===== config.mk =====
export PLATFORM = sky130hd
export DESIGN_NAME = instruction_fetch
export DESIGN_NICKNAME = d
export VERILOG_FILES = /design/src/rtl/instruction_fetch.sv
export SDC_FILE = /design/constraint.sdc
export NUM_CORES = 1
export LEC_CHECK = 0
export CAP_MARGIN = 20
export CORE_MARGIN = 4
export CORE_UTILIZATION = 38
export CTS_CLUSTER_DIAMETER = 60
export CTS_CLUSTER_SIZE = 30
export DETAILED_ROUTE_END_ITERATION = 8
export PLACE_DENSITY = 0.75
export RECOVER_POWER = 25
export SYNTH_ARGS = -nofsm -noshare
export SYNTH_HDL_FRONTEND = slang
export SYNTH_SLANG_ARGS = --single-unit

===== constraint.sdc =====
create_clock -name clock -period 1.75 [get_ports clock]
set_clock_uncertainty 0.05 [all_clocks]
set_input_delay 0.175 -clock clock [delete_from_list [all_inputs] [get_ports clock]]
set_output_delay 0.175 -clock clock [all_outputs]
set_load 0.1 [all_outputs]

===== src/rtl/instruction_fetch.sv =====
// Purpose: fetches one instruction per entry into the fetch phase and holds it in the IR.
// Latency: mem_req rises one cycle after fetch entry; IR updates one cycle after ack or timeout.
// Backpressure: stall holds the phase sequencer while a request is outstanding or being launched.
module instruction_fetch #(
    parameter logic [2:0]  FETCH_PHASE = 3'b000,
    parameter int          TIMEOUT     = 8,
    parameter logic [15:0] NOP_WORD    = 16'h0000
) (
    input  logic        clock,
    input  logic        rst,
    input  logic [2:0]  phase,
    input  logic [15:0] pc_in,
    input  logic [15:0] mem_rdata,
    input  logic        mem_ack,
    output logic        mem_req,
    output logic [15:0] mem_addr,
    output logic [15:0] ir_out,
    output logic        ir_valid,
    output logic        stall,
    output logic        fetch_err
);

    typedef enum logic [1:0] {
        IDLE = 2'd0,
        BUSY = 2'd1,
        DONE = 2'd2
    } state_t;

    // Last counter value before the request is abandoned.
    localparam logic [7:0] TMO_LAST = 8'(TIMEOUT - 1);

    state_t      state;
    state_t      state_nxt;
    logic [2:0]  phase_q;
    logic [7:0]  tmo_cnt;
    logic        fetch_start;
    logic        tmo_hit;

    // Fetch launches only on the edge into the fetch phase, so a held phase never refetches.
    always_comb begin
        fetch_start = (phase == FETCH_PHASE) && (phase_q != FETCH_PHASE) && (state == IDLE);
        tmo_hit     = (tmo_cnt == TMO_LAST);
    end

    // State register.
    always_ff @(posedge clock) begin
        if (rst) begin
            state <= IDLE;
        end else begin
            state <= state_nxt;
        end
    end

    // Next-state logic; ack takes precedence over timeout, both end the request.
    always_comb begin
        state_nxt = state;
        case (state)
            IDLE: if (fetch_start)             state_nxt = BUSY;
            BUSY: if (mem_ack || tmo_hit)      state_nxt = DONE;
            DONE: if (phase != FETCH_PHASE)    state_nxt = IDLE;
            default:                           state_nxt = IDLE;
        endcase
    end

    // Stall covers the launch cycle as well as the whole outstanding request.
    always_comb begin
        stall = (state == BUSY) || fetch_start;
    end

    // Request, address, IR and error registers; acks outside BUSY are ignored.
    always_ff @(posedge clock) begin
        if (rst) begin
            phase_q   <= 3'b111;
            mem_req   <= 1'b0;
            mem_addr  <= 16'h0000;
            ir_out    <= 16'h0000;
            ir_valid  <= 1'b0;
            fetch_err <= 1'b0;
            tmo_cnt   <= 8'd0;
        end else begin
            phase_q <= phase;
            case (state)
                IDLE: begin
                    if (fetch_start) begin
                        mem_addr <= pc_in;
                        mem_req  <= 1'b1;
                        ir_valid <= 1'b0;
                        tmo_cnt  <= 8'd0;
                    end
                end
                BUSY: begin
                    if (mem_ack) begin
                        ir_out   <= mem_rdata;
                        ir_valid <= 1'b1;
                        mem_req  <= 1'b0;
                    end else if (tmo_hit) begin
                        ir_out    <= NOP_WORD;
                        ir_valid  <= 1'b1;
                        fetch_err <= 1'b1;
                        mem_req   <= 1'b0;
                    end else begin
                        tmo_cnt <= tmo_cnt + 8'd1;
                    end
                end
                default: begin
                end
            endcase
        end
    end

endmodule


==> impl_results.md, run 1 <==
- Worst-path fanout max: 2
- CTS max path bufs: 2
- Vias/cell: 4.97
- Slowest-stage cell, CP: or4_4
- Die area: roughly 5800 um2
- Final min period: 1.79 ns
- Multi-input logic area: between 700 and 800 um2
- Vias in the first global route: 1664
- Fin Setup TNS: -0.0428 ns
- Max-slew violations: 0
- Gr ovfl total: 0
- Layout cells sized above 1: 0.288
- Initial antenna violation count: 0
- Netlist cell types: 37
- Area of the core: approximately 4400 um2
- DR WL/cell: 13.1 um
- Sequential-to-total area share from yosys stat: 0.544
- WL met3: 379 um
- Worst slew pin tran: 0.576 ns
- CP peak stage delay: 0.44 ns
- Final hold violations: 0
- Total track usage: 0.152
- CTS Root Cell: clkbuf_8
- Sinks on Clock Net: 48
- Most frequent cells in the layout: dfxtp_1 (48), buf_4 (41), nand2_1 (40), clkdlybuf4s50_1 (33), a21oi_1 (21)
- GPL Wtd Cong: 0.789
- Fill cell count: 399
- Top_reg_cell synth: dfxtp_1
- Arrival @ worst endpoint: 1.57 ns
- Yosys warns: 0
- Worst slew margin: 0.616
- Unrepaired setup endpoints after global routing: yes
- 1st-iter DRT viols: 111
- Synth Cell Area: 1770 um2
- Hpwl dp: 3.18 mm
- EDFF count, synth: 0
- Metal2 WL: 2.03 mm
- Vias: between 1500 and 2000
- Reg clk slew, reported paths: 0.09 ns
- Final wirelength: 4.36 mm
- CP Cell Sequence: or4_4 -> nor3_4 -> or2_4 -> buf_12
- Top achievable clock speed: around 0.56 GHz
- Fin nets: 319
- IR drop worst, VDD: 0.496 mV
- Max-cap viol count: 0
- PortBufs: between 70 and 80
- Total CTS buffers: 5
- Remaining DRCs: 0
- Fraction of registers with async set/reset: 0
- Area Overhead vs Synth: 53.7%
- Worst min-delay path category: in -> reg
- Post-Syn Instances: 186
- Final Cycle Share: 1.02
- Most common cell after layout, fill and taps aside: dfxtp_1
- Seq. cell area: 961 um2
- Io pins: 74
- Crit. End Element: output pin
- Leak: 1.12 nW
- Delay-heaviest family, CP: simple AND/OR/NAND/NOR gates
- Final setup margin: -0.0428 ns
- Final ANT Viol Nets: 0
- Syn avg cell area: 9.49 um2
- Status: complete, but fails checks
- DR pass1 iterations: 4
- Worst endpoint required time: about 1.5 ns
- Failing checks: negative setup slack
- Setup crit start kind: register
- Final setup violation count: 1
- Top layer in use: met4
- Hold-fix buffers, CTS: 0
- Clock latency at the later pin of the worst-skew pair: ~0.30 ns
- Num rows: 24
- H-Tree Depth: 2
- Pwr Total: 0.00220 W
- Bufs and invs on worst path: 1
- Die width: 76.2 um
- Initial core utilization: 0.400
- Syn Nets: about 230
- Met1 WL: around 1.9 mm
- Global-route wire length before repair: 7.36 mm
- Largest net degree at the start of global routing: 23
- R2R Setup Slk: 0.04 ns
- Power density cells: 810 nW/um2
- Die Y: 76.2 um
- TritonCTS clock tree: done
- #FFs+latches synth: 48
- # diodes: 0
- Setup CP Type: reg -> out
[routing by layer]
layer  up-vias  global-route usage
li1        855                   -
met1       738               0.177
met2        59               0.247
met3         4              0.0674
met4         0              0.0524
met5         -                   0
[logic make-up after synthesis]
kind of cell,count (synthesis),synth area share
fa+ha+maj,1,0.00709
flops,48,0.544
buf+inv,12,0.0340
simple gates,68,0.189
compound gates,57,0.225
[synth_stat cells, types with 2 or more instances]
cell       n  area, um2
o21ai_0    2       10.0
or3_1      3       18.8
and2_1     2       12.5
nand3_1    4       20.0
dfxtp_1   48        961
o41ai_1    2       17.5
nand2_1   40        150
a22o_1    16        140
buf_2      3       15.0
a31o_1     6       52.6
or2_2      5       31.3
clkbuf_1   5       18.8
a21oi_1   21        105
o31ai_1    2       15.0
nor2_1     3       11.3
o211ai_1   3       22.5
[registers in the layout, summed over array words and instances, names as in the netlist]
| signal | count |
|---|---|
| ir_out | 16 |
| mem_addr | 16 |
| state | 2 |
| tmo_cnt | 8 |
| fetch_err | 1 |
| mem_req | 1 |
| ir_valid | 1 |
| phase_q | 3 |
[worst paths after layout]
kind	to	depth (start not counted)	from
max	stall	4	state[0]
min	phase_q[2]	3	phase[2]
max reg2reg	tmo_cnt[6]	5	state[0]
min reg2reg	mem_addr[8]	2	mem_addr[8]
[power breakdown]
group	switching (W)	internal, W
logic	0.000238	0.000147
clock network	0.000362	0.000323
registers	0.0000117	0.00112
[worst register-to-register path: stages (launching register included)]
cell	delay, ns
dfxtp_1	0.32
or4_4	0.44
or3_4	0.39
buf_4	0.15
a32oi_1	0.19
o21ai_1	0.07
[area by class of cell]
type | instances | share of cell area
Tap cell | 52 | 0.0240
Sequential cell | 48 | 0.354
Inverter | 2 | 0.00277
Multi-Input combinational cell | 126 | 0.289
Timing Repair Buffer | 97 | 0.295
Clock inverter | 2 | 0.00507
Clock buffer | 6 | 0.0304
[stage by stage]
step	hold slack, ns	cells	utilization	cell area [um2]	setup WS (ns)
5_1_grt	0.267	333	0.615	2710	-0.114
3_3_place_gp	0.393	322	0.593	2620	-0.443
4_1_cts	0.247	332	0.620	2740	-0.0855
6_report	0.265	333	0.615	2710	-0.0428
2_1_floorplan	0.232	186	-	1770	0.00516
3_5_place_dp	0.399	322	0.593	2620	-0.453
[what timing repair did]
| action | in CTS | in global routing |
|---|---|---|
| pin swaps | 3 | 3 |
| endpoints found under the setup margin | 24 | 19 |
| buffers inserted | 2 | 1 |
| resized for setup | 8 | 3 |
(Power assumes the default switching activity.)
==> run 2, diff against run 1 <==
CELL_PAD_IN_SITES_DETAIL_PLACEMENT = 1   (was default)
CELL_PAD_IN_SITES_GLOBAL_PLACEMENT = 1   (was default)
CORE_UTILIZATION = 27   (was 38)
GPL_TIMING_DRIVEN = 0   (was default)
PLACE_DENSITY = default   (was 0.75)
PLACE_DENSITY_LB_ADDON = 0.1   (was default)
==> impl_results.md, run 2 (synthesized netlist as in run 1, its figures left out) <==
- Clock share of power: 0.322 (was 0.312)
- Flop pwr share: 0.507 (was 0.513)
- Setup CP Type: reg -> out (unchanged)
- Final hold violations: 0 (unchanged)
- Layout cells sized above 1: 0.303 (was 0.288)
- Max-slew violations: 0 (unchanged)
- Io pins: 74 (unchanged)
- Fin Setup TNS: -0.0282 ns (was -0.0428 ns)
- CTS max path bufs: 2 (unchanged)
- Initial antenna violation count: 0 (unchanged)
- Worst slew margin: 0.357 (was 0.616)
- Setup crit start kind: register (unchanged)
- Hpwl dp: 3.75 mm (was 3.18 mm)
- DR pass1 iterations: 4 (unchanged)
- Met3 Usage GRT: 0.0726 (was 0.0674)
- H-Tree Depth: 2 (unchanged)
- Vias: 1697 (was 1656)
- Final Cycle Share: 1.02 (about the same)
- Die Y: 88.9 um (was 76.2 um)
- Vias in the first global route: 1814 (was 1664)
- Logic gate share of total power: 0.171 (was 0.175)
- Finished Layout Cells: 348 (was 333)
- PortBufs: 72 (was 73)
- Arrival @ worst endpoint: 1.55 ns (was 1.57 ns)
- Final ANT Viol Nets: 0 (unchanged)
- CTS Root Cell: clkbuf_8 (unchanged)
- Initial core utilization: 0.278 (was 0.400)
- Top achievable clock speed: 0.562 GHz (was 0.558 GHz)
- 1st-iter DRT viols: 44 (was 111)
- Status: complete, but fails checks (unchanged)
- Pwr Total: 0.00223 W (was 0.00220 W)
- Fill cell count: 736 (was 399)
- # diodes: 0 (unchanged)
- TritonCTS clock tree: done (unchanged)
- Switching Fraction: 0.294 (was 0.278)
- Num rows: 29 (was 24)
- Most common cell after layout, fill and taps aside: dfxtp_1 (unchanged)
- Failing checks: negative setup slack (unchanged)
- Sinks on Clock Net: 48 (unchanged)
- Worst endpoint required time: 1.52 ns (about the same)
- Max-cap viol count: 0 (unchanged)
- Reg clk slew, reported paths: 0.09 ns (about the same)
- Area of the core: 6350 um2 (was 4410 um2)
- Largest net degree at the start of global routing: 18 (was 23)
- Crit. End Element: output pin (unchanged)
- Clock latency at the later pin of the worst-skew pair: 0.30 ns (about the same)
- Final min period: 1.78 ns (was 1.79 ns)
- Area Overhead vs Synth: 54.1% (was 53.7%)
- Die area: 7900 um2 (was 5800 um2)
- Global-route wire length before repair: 8.68 mm (was 7.36 mm)
- IR drop worst, VDD: 0.386 mV (was 0.496 mV)
- Unrepaired setup endpoints after global routing: yes (unchanged)
- Global Route met1 Usage: 0.174 (was 0.177)
- Largest registers: ir_out (16), mem_addr (16), tmo_cnt (8) (unchanged)
- Vias/cell: 4.88 (was 4.97)
- Final wirelength: 5.33 mm (was 4.36 mm)
- Int Power: 0.00158 W (was 0.00159 W)
- Total track usage: 0.145 (was 0.152)
- Worst min-delay path category: in -> reg (unchanged)
- Post-Place Cells: 335 (was 322)
- Leak: 1.06 nW (was 1.12 nW)
- Final setup violation count: 1 (unchanged)
- Power density cells: 821 nW/um2 (was 810 nW/um2)
- Die width: 88.9 um (was 76.2 um)
- Sw Pwr: 0.000657 W (was 0.000611 W)
- Met2 GRT Util: 0.226 (was 0.247)
- Worst slew pin tran: 0.968 ns (was 0.576 ns)
- Most frequent cells in the layout: dfxtp_1 (47), nand2_1 (35), clkdlybuf4s50_1 (33), clkbuf_2 (32), a21oi_1 (17) (was dfxtp_1 (48), buf_4 (41), nand2_1 (40), clkdlybuf4s50_1 (33), a21oi_1 (21))
- Fin nets: 309 (was 319)
- GPL Wtd Cong: 0.721 (was 0.789)
- DR WL/cell: 15.3 um (was 13.1 um)
- Worst-path fanout max: 2 (unchanged)
- Final setup margin: -0.0282 ns (was -0.0428 ns)
- Total CTS buffers: 5 (unchanged)
- Remaining DRCs: 0 (unchanged)
- Top Usage Layer GRT: met2 (unchanged)
- Gr ovfl total: 0 (unchanged)
## run 2: critical path: stages, from the launching register on
cell	delay [ns]
dfxtp_2	0.33
or4_4	0.44
nor3_4	0.16
or2_4	0.16
buf_12	0.16
## run 2: worst paths after layout
check                                  start           end  slack (ns)  cells after the start
worst max-delay path                state[0]         stall       -0.03                      4
worst min-delay path                phase[1]    phase_q[1]        0.19                      2
worst max register to register      state[0]  mem_addr[12]        0.03                      6
worst min register to register  mem_addr[12]  mem_addr[12]        0.41                      2
## run 2: power by group through the flow
stage	Combinational (W)	Sequential [W]	Clock, W
final	0.000383	0.00113	0.000719
after global routing	0.000404	0.00114	0.000793
after CTS	0.000391	0.00113	0.000749
after detailed placement	0.000376	0.00116	0
after global placement	0.000376	0.00115	0
after floorplan	0.0000824	0.00130	0
## run 2: repair_timing
action / 4_1_cts / 5_1_grt
setup endpoints to repair: 79 / 73
cloned: 0 / 0
pin swaps: 8 / 6
setup buffers: 8 / 2
hold buffers: 0 / 0
gates resized for setup: 96 / 54
## run 2: layout make-up
type / count / area (um2) / area share
Buffer: 5 / 31.3 / 0.0115
Inverter: 2 / 7.51 / 0.00276
Clock inverter: 2 / 13.8 / 0.00506
Timing Repair Buffer: 82 / 663 / 0.244
Sequential cell: 48 / 962 / 0.354
Multi-Input combinational cell: 126 / 863 / 0.317
Clock buffer: 6 / 82.6 / 0.0304
Tap cell: 77 / 96.3 / 0.0354
## run 2: metal layers
metal  wire (um)  share of wire
met2        2500           0.47
met1        2260           0.42
met4          71          0.013
met3         493          0.092
met5           0              0
## run 2: through the flow
step	setup WS (ns)	hold slack, ns	instance area [um2]	utilization
3_5_place_dp	-1.55	0.400	2580	0.407
6_report	-0.0282	0.190	2720	0.428
4_1_cts	-0.106	0.179	2810	0.442
3_3_place_gp	-1.59	0.393	2580	0.407
2_1_floorplan	0.00516	0.232	1770	-
5_1_grt	-0.0996	0.199	2720	0.428
==> run 3, diff against run 2 <==
SETUP_SLACK_MARGIN = 0.5   (was default)
==> impl_results.md, run 3 (synthesized netlist as in run 1, its figures left out) <==
- Setup CP Type: reg -> reg (was reg -> out)
- Switching Fraction: 0.284 (was 0.294)
- Initial core utilization: 0.278 (unchanged)
- Leak: 1.16 nW (was 1.06 nW)
- Worst-path fanout max: 7 (was 2)
- Die Y: 88.9 um (unchanged)
- GPL Wtd Cong: 0.701 (was 0.721)
- Crit. End Element: register (was output pin)
- Vias/cell: 4.90 (was 4.88)
- TritonCTS clock tree: done (unchanged)
- Vias: 1726 (was 1697)
- Fin nets: 314 (was 309)
- Total CTS buffers: 5 (unchanged)
- IR drop worst, VDD: 0.427 mV (was 0.386 mV)
- DR pass1 iterations: 2 (was 4)
- R2R depth: 5 (was 6)
- R2r startpoint: state[0] (unchanged)
- Worst slew margin: 0.537 (was 0.357)
- Worst slew pin tran: 0.694 ns (was 0.968 ns)
- Fin Setup TNS: -0.534 ns (was -0.0282 ns)
- Final setup margin: -0.0748 ns (was -0.0282 ns)
- Area Overhead vs Synth: 68.1% (was 54.1%)
- Unrepaired setup endpoints after global routing: yes (unchanged)
- Design area: 2970 um2 (was 2720 um2)
- PortBufs: 72 (unchanged)
- CTS max path bufs: 2 (unchanged)
- Area of the core: 6350 um2 (unchanged)
- Io pins: 74 (unchanged)
- Fill cell count: 725 (was 736)
- Hold path start: phase[2] (was phase[1])
- Final min period: 1.82 ns (was 1.78 ns)
- Largest net degree at the start of global routing: 15 (was 18)
- Logic gate share of total power: 0.192 (was 0.171)
- # diodes: 0 (unchanged)
- DR WL/cell: 15.0 um (was 15.3 um)
- Total track usage: 0.135 (was 0.145)
- Final Cycle Share: 1.04 (was 1.02)
- Layout cells sized above 1: 0.378 (was 0.303)
- Die area: 7900 um2 (unchanged)
- Final wirelength: 5.29 mm (was 5.33 mm)
- Num rows: 29 (unchanged)
- Final hold violations: 0 (unchanged)
- Status: complete, but fails checks (unchanged)
- Hold-fix buffers, CTS: 0 (unchanged)
- Arrival @ worst endpoint: 1.97 ns (was 1.55 ns)
- R2R Setup Slk: -0.07 ns (was 0.03 ns)
- Setup crit start kind: register (unchanged)
- Largest registers: ir_out (16), mem_addr (16), tmo_cnt (8) (unchanged)
- Reg clk slew, reported paths: 0.09 ns (about the same)
- Flop pwr share: 0.505 (was 0.507)
- Sw Pwr: 0.000638 W (was 0.000657 W)
- Hpwl dp: 3.61 mm (was 3.75 mm)
- Global-route wire length before repair: 8.22 mm (was 8.68 mm)
- Top achievable clock speed: 0.548 GHz (was 0.562 GHz)
- Remaining DRCs: 0 (unchanged)
- Gr ovfl total: 0 (unchanged)
- Placed cell area: 2660 um2 (was 2580 um2)
- Power density cells: 756 nW/um2 (was 821 nW/um2)
- Clock latency at the later pin of the worst-skew pair: 0.30 ns (about the same)
- Worst endpoint required time: 1.89 ns (was 1.52 ns)
- Pwr Total: 0.00224 W (was 0.00223 W)
- Worst min-delay path category: in -> reg (unchanged)
- Sinks on Clock Net: 48 (unchanged)
- CTS Root Cell: clkbuf_8 (unchanged)
- Max-cap viol count: 0 (unchanged)
- 1st-iter DRT viols: 37 (was 44)
- WHS Path Cells: 2 (unchanged)
- Initial antenna violation count: 0 (unchanged)
- Hold Path End: phase_q[2] (was phase_q[1])
- Dpl ws: -1.51 ns (was -1.55 ns)
- Final ANT Viol Nets: 0 (unchanged)
- Multi-input logic area: 941 um2 (was 863 um2)
- H-Tree Depth: 2 (unchanged)
- Failing checks: negative setup slack (unchanged)
- Reg2reg end: tmo_cnt[1] (was mem_addr[12])
- Most frequent cells in the layout: dfxtp_1 (41), clkdlybuf4s50_1 (33), nand2_1 (30), buf_4 (23), a22o_1 (16) (was dfxtp_1 (47), nand2_1 (35), clkdlybuf4s50_1 (33), clkbuf_2 (32), a21oi_1 (17))
- Hold Slack: 0.0887 ns (was 0.190 ns)
- Final setup violation count: 9 (was 1)
- Die width: 88.9 um (unchanged)
- Most common cell after layout, fill and taps aside: dfxtp_1 (unchanged)
- Int Power: 0.00161 W (was 0.00158 W)
- Clock share of power: 0.303 (was 0.322)
- Seq. cell area: 970 um2 (was 962 um2)
- Vias in the first global route: 1760 (was 1814)
- Max-slew violations: 0 (unchanged)
==> run 3: cell count changes in the layout (fill, tap and decap cells not counted), moves of 3 or more <==
cell            delta
clkbuf_2          -18
buf_4             +16
a21oi_1            -7
a21oi_2            +7
nand2_4            +7
buf_6              +6
dfxtp_1            -6
dfxtp_2            +6
nand2_1            -5
buf_8              +3
dlygate4sd2_1      -3
dlymetal6s2s_1     +3
==> run 3: final cells by class <==
| type | instances | area share |
|---|---|---|
| plain buffers | 10 | 0.0329 |
| clock buffers | 6 | 0.0278 |
| clock inverters | 1 | 0.00295 |
| inverters | 2 | 0.00253 |
| multi-input cells | 126 | 0.317 |
| flip-flops and latches | 48 | 0.327 |
| well taps | 77 | 0.0325 |
| repair buffers | 82 | 0.258 |
==> run 3: power groups by stage <==
stage	Sequential [W]	Combinational, W	Clock (W)
global route	0.00114	0.000455	0.000750
detailed placement	0.00116	0.000382	0
finish	0.00113	0.000431	0.000679
global placement	0.00116	0.000381	0
CTS	0.00113	0.000402	0.000714
floorplan	0.00130	0.0000895	0
==> run 3: worst max path at each step <==
stage	startpoint	slack, ns	endpoint
after global placement	phase[2]	-1.53	stall
after detailed placement	phase[2]	-1.51	stall
final	state[0]	-0.07	tmo_cnt[1]
after floorplan	state[0]	0.02	tmo_cnt[3]
after CTS	state[0]	-0.14	stall
after global routing	state[0]	-0.15	stall
==> run 3: layer usage <==
layer,GRT usage,part of all wire,up-vias
met1,0.161,0.42,830
met3,0.0568,0.083,8
li1,-,-,843
met2,0.220,0.48,45
met5,0,0,-
met4,0.0453,0.013,0
==> run 3: stage by stage <==
step | util | cells
finish | 0.467 | 352
global route | 0.467 | 352
CTS | 0.436 | 347
detailed placement | 0.418 | 335
global placement | 0.418 | 335
floorplan | - | 186
==> run 3: worst max-delay path: stages (launching register included) <==
cell and delay, ns:
dfxtp_2 0.33, or4_4 0.44, or3_4 0.44, and2_4 0.16, buf_6 0.13, a31o_1 0.17
==> run 3: what timing repair did <==
item	CTS	global route
endpoints found under the setup margin	80	46
pin swaps	7	36
buffers inserted	4	3
gates resized for setup	234	50
cloned	1	2
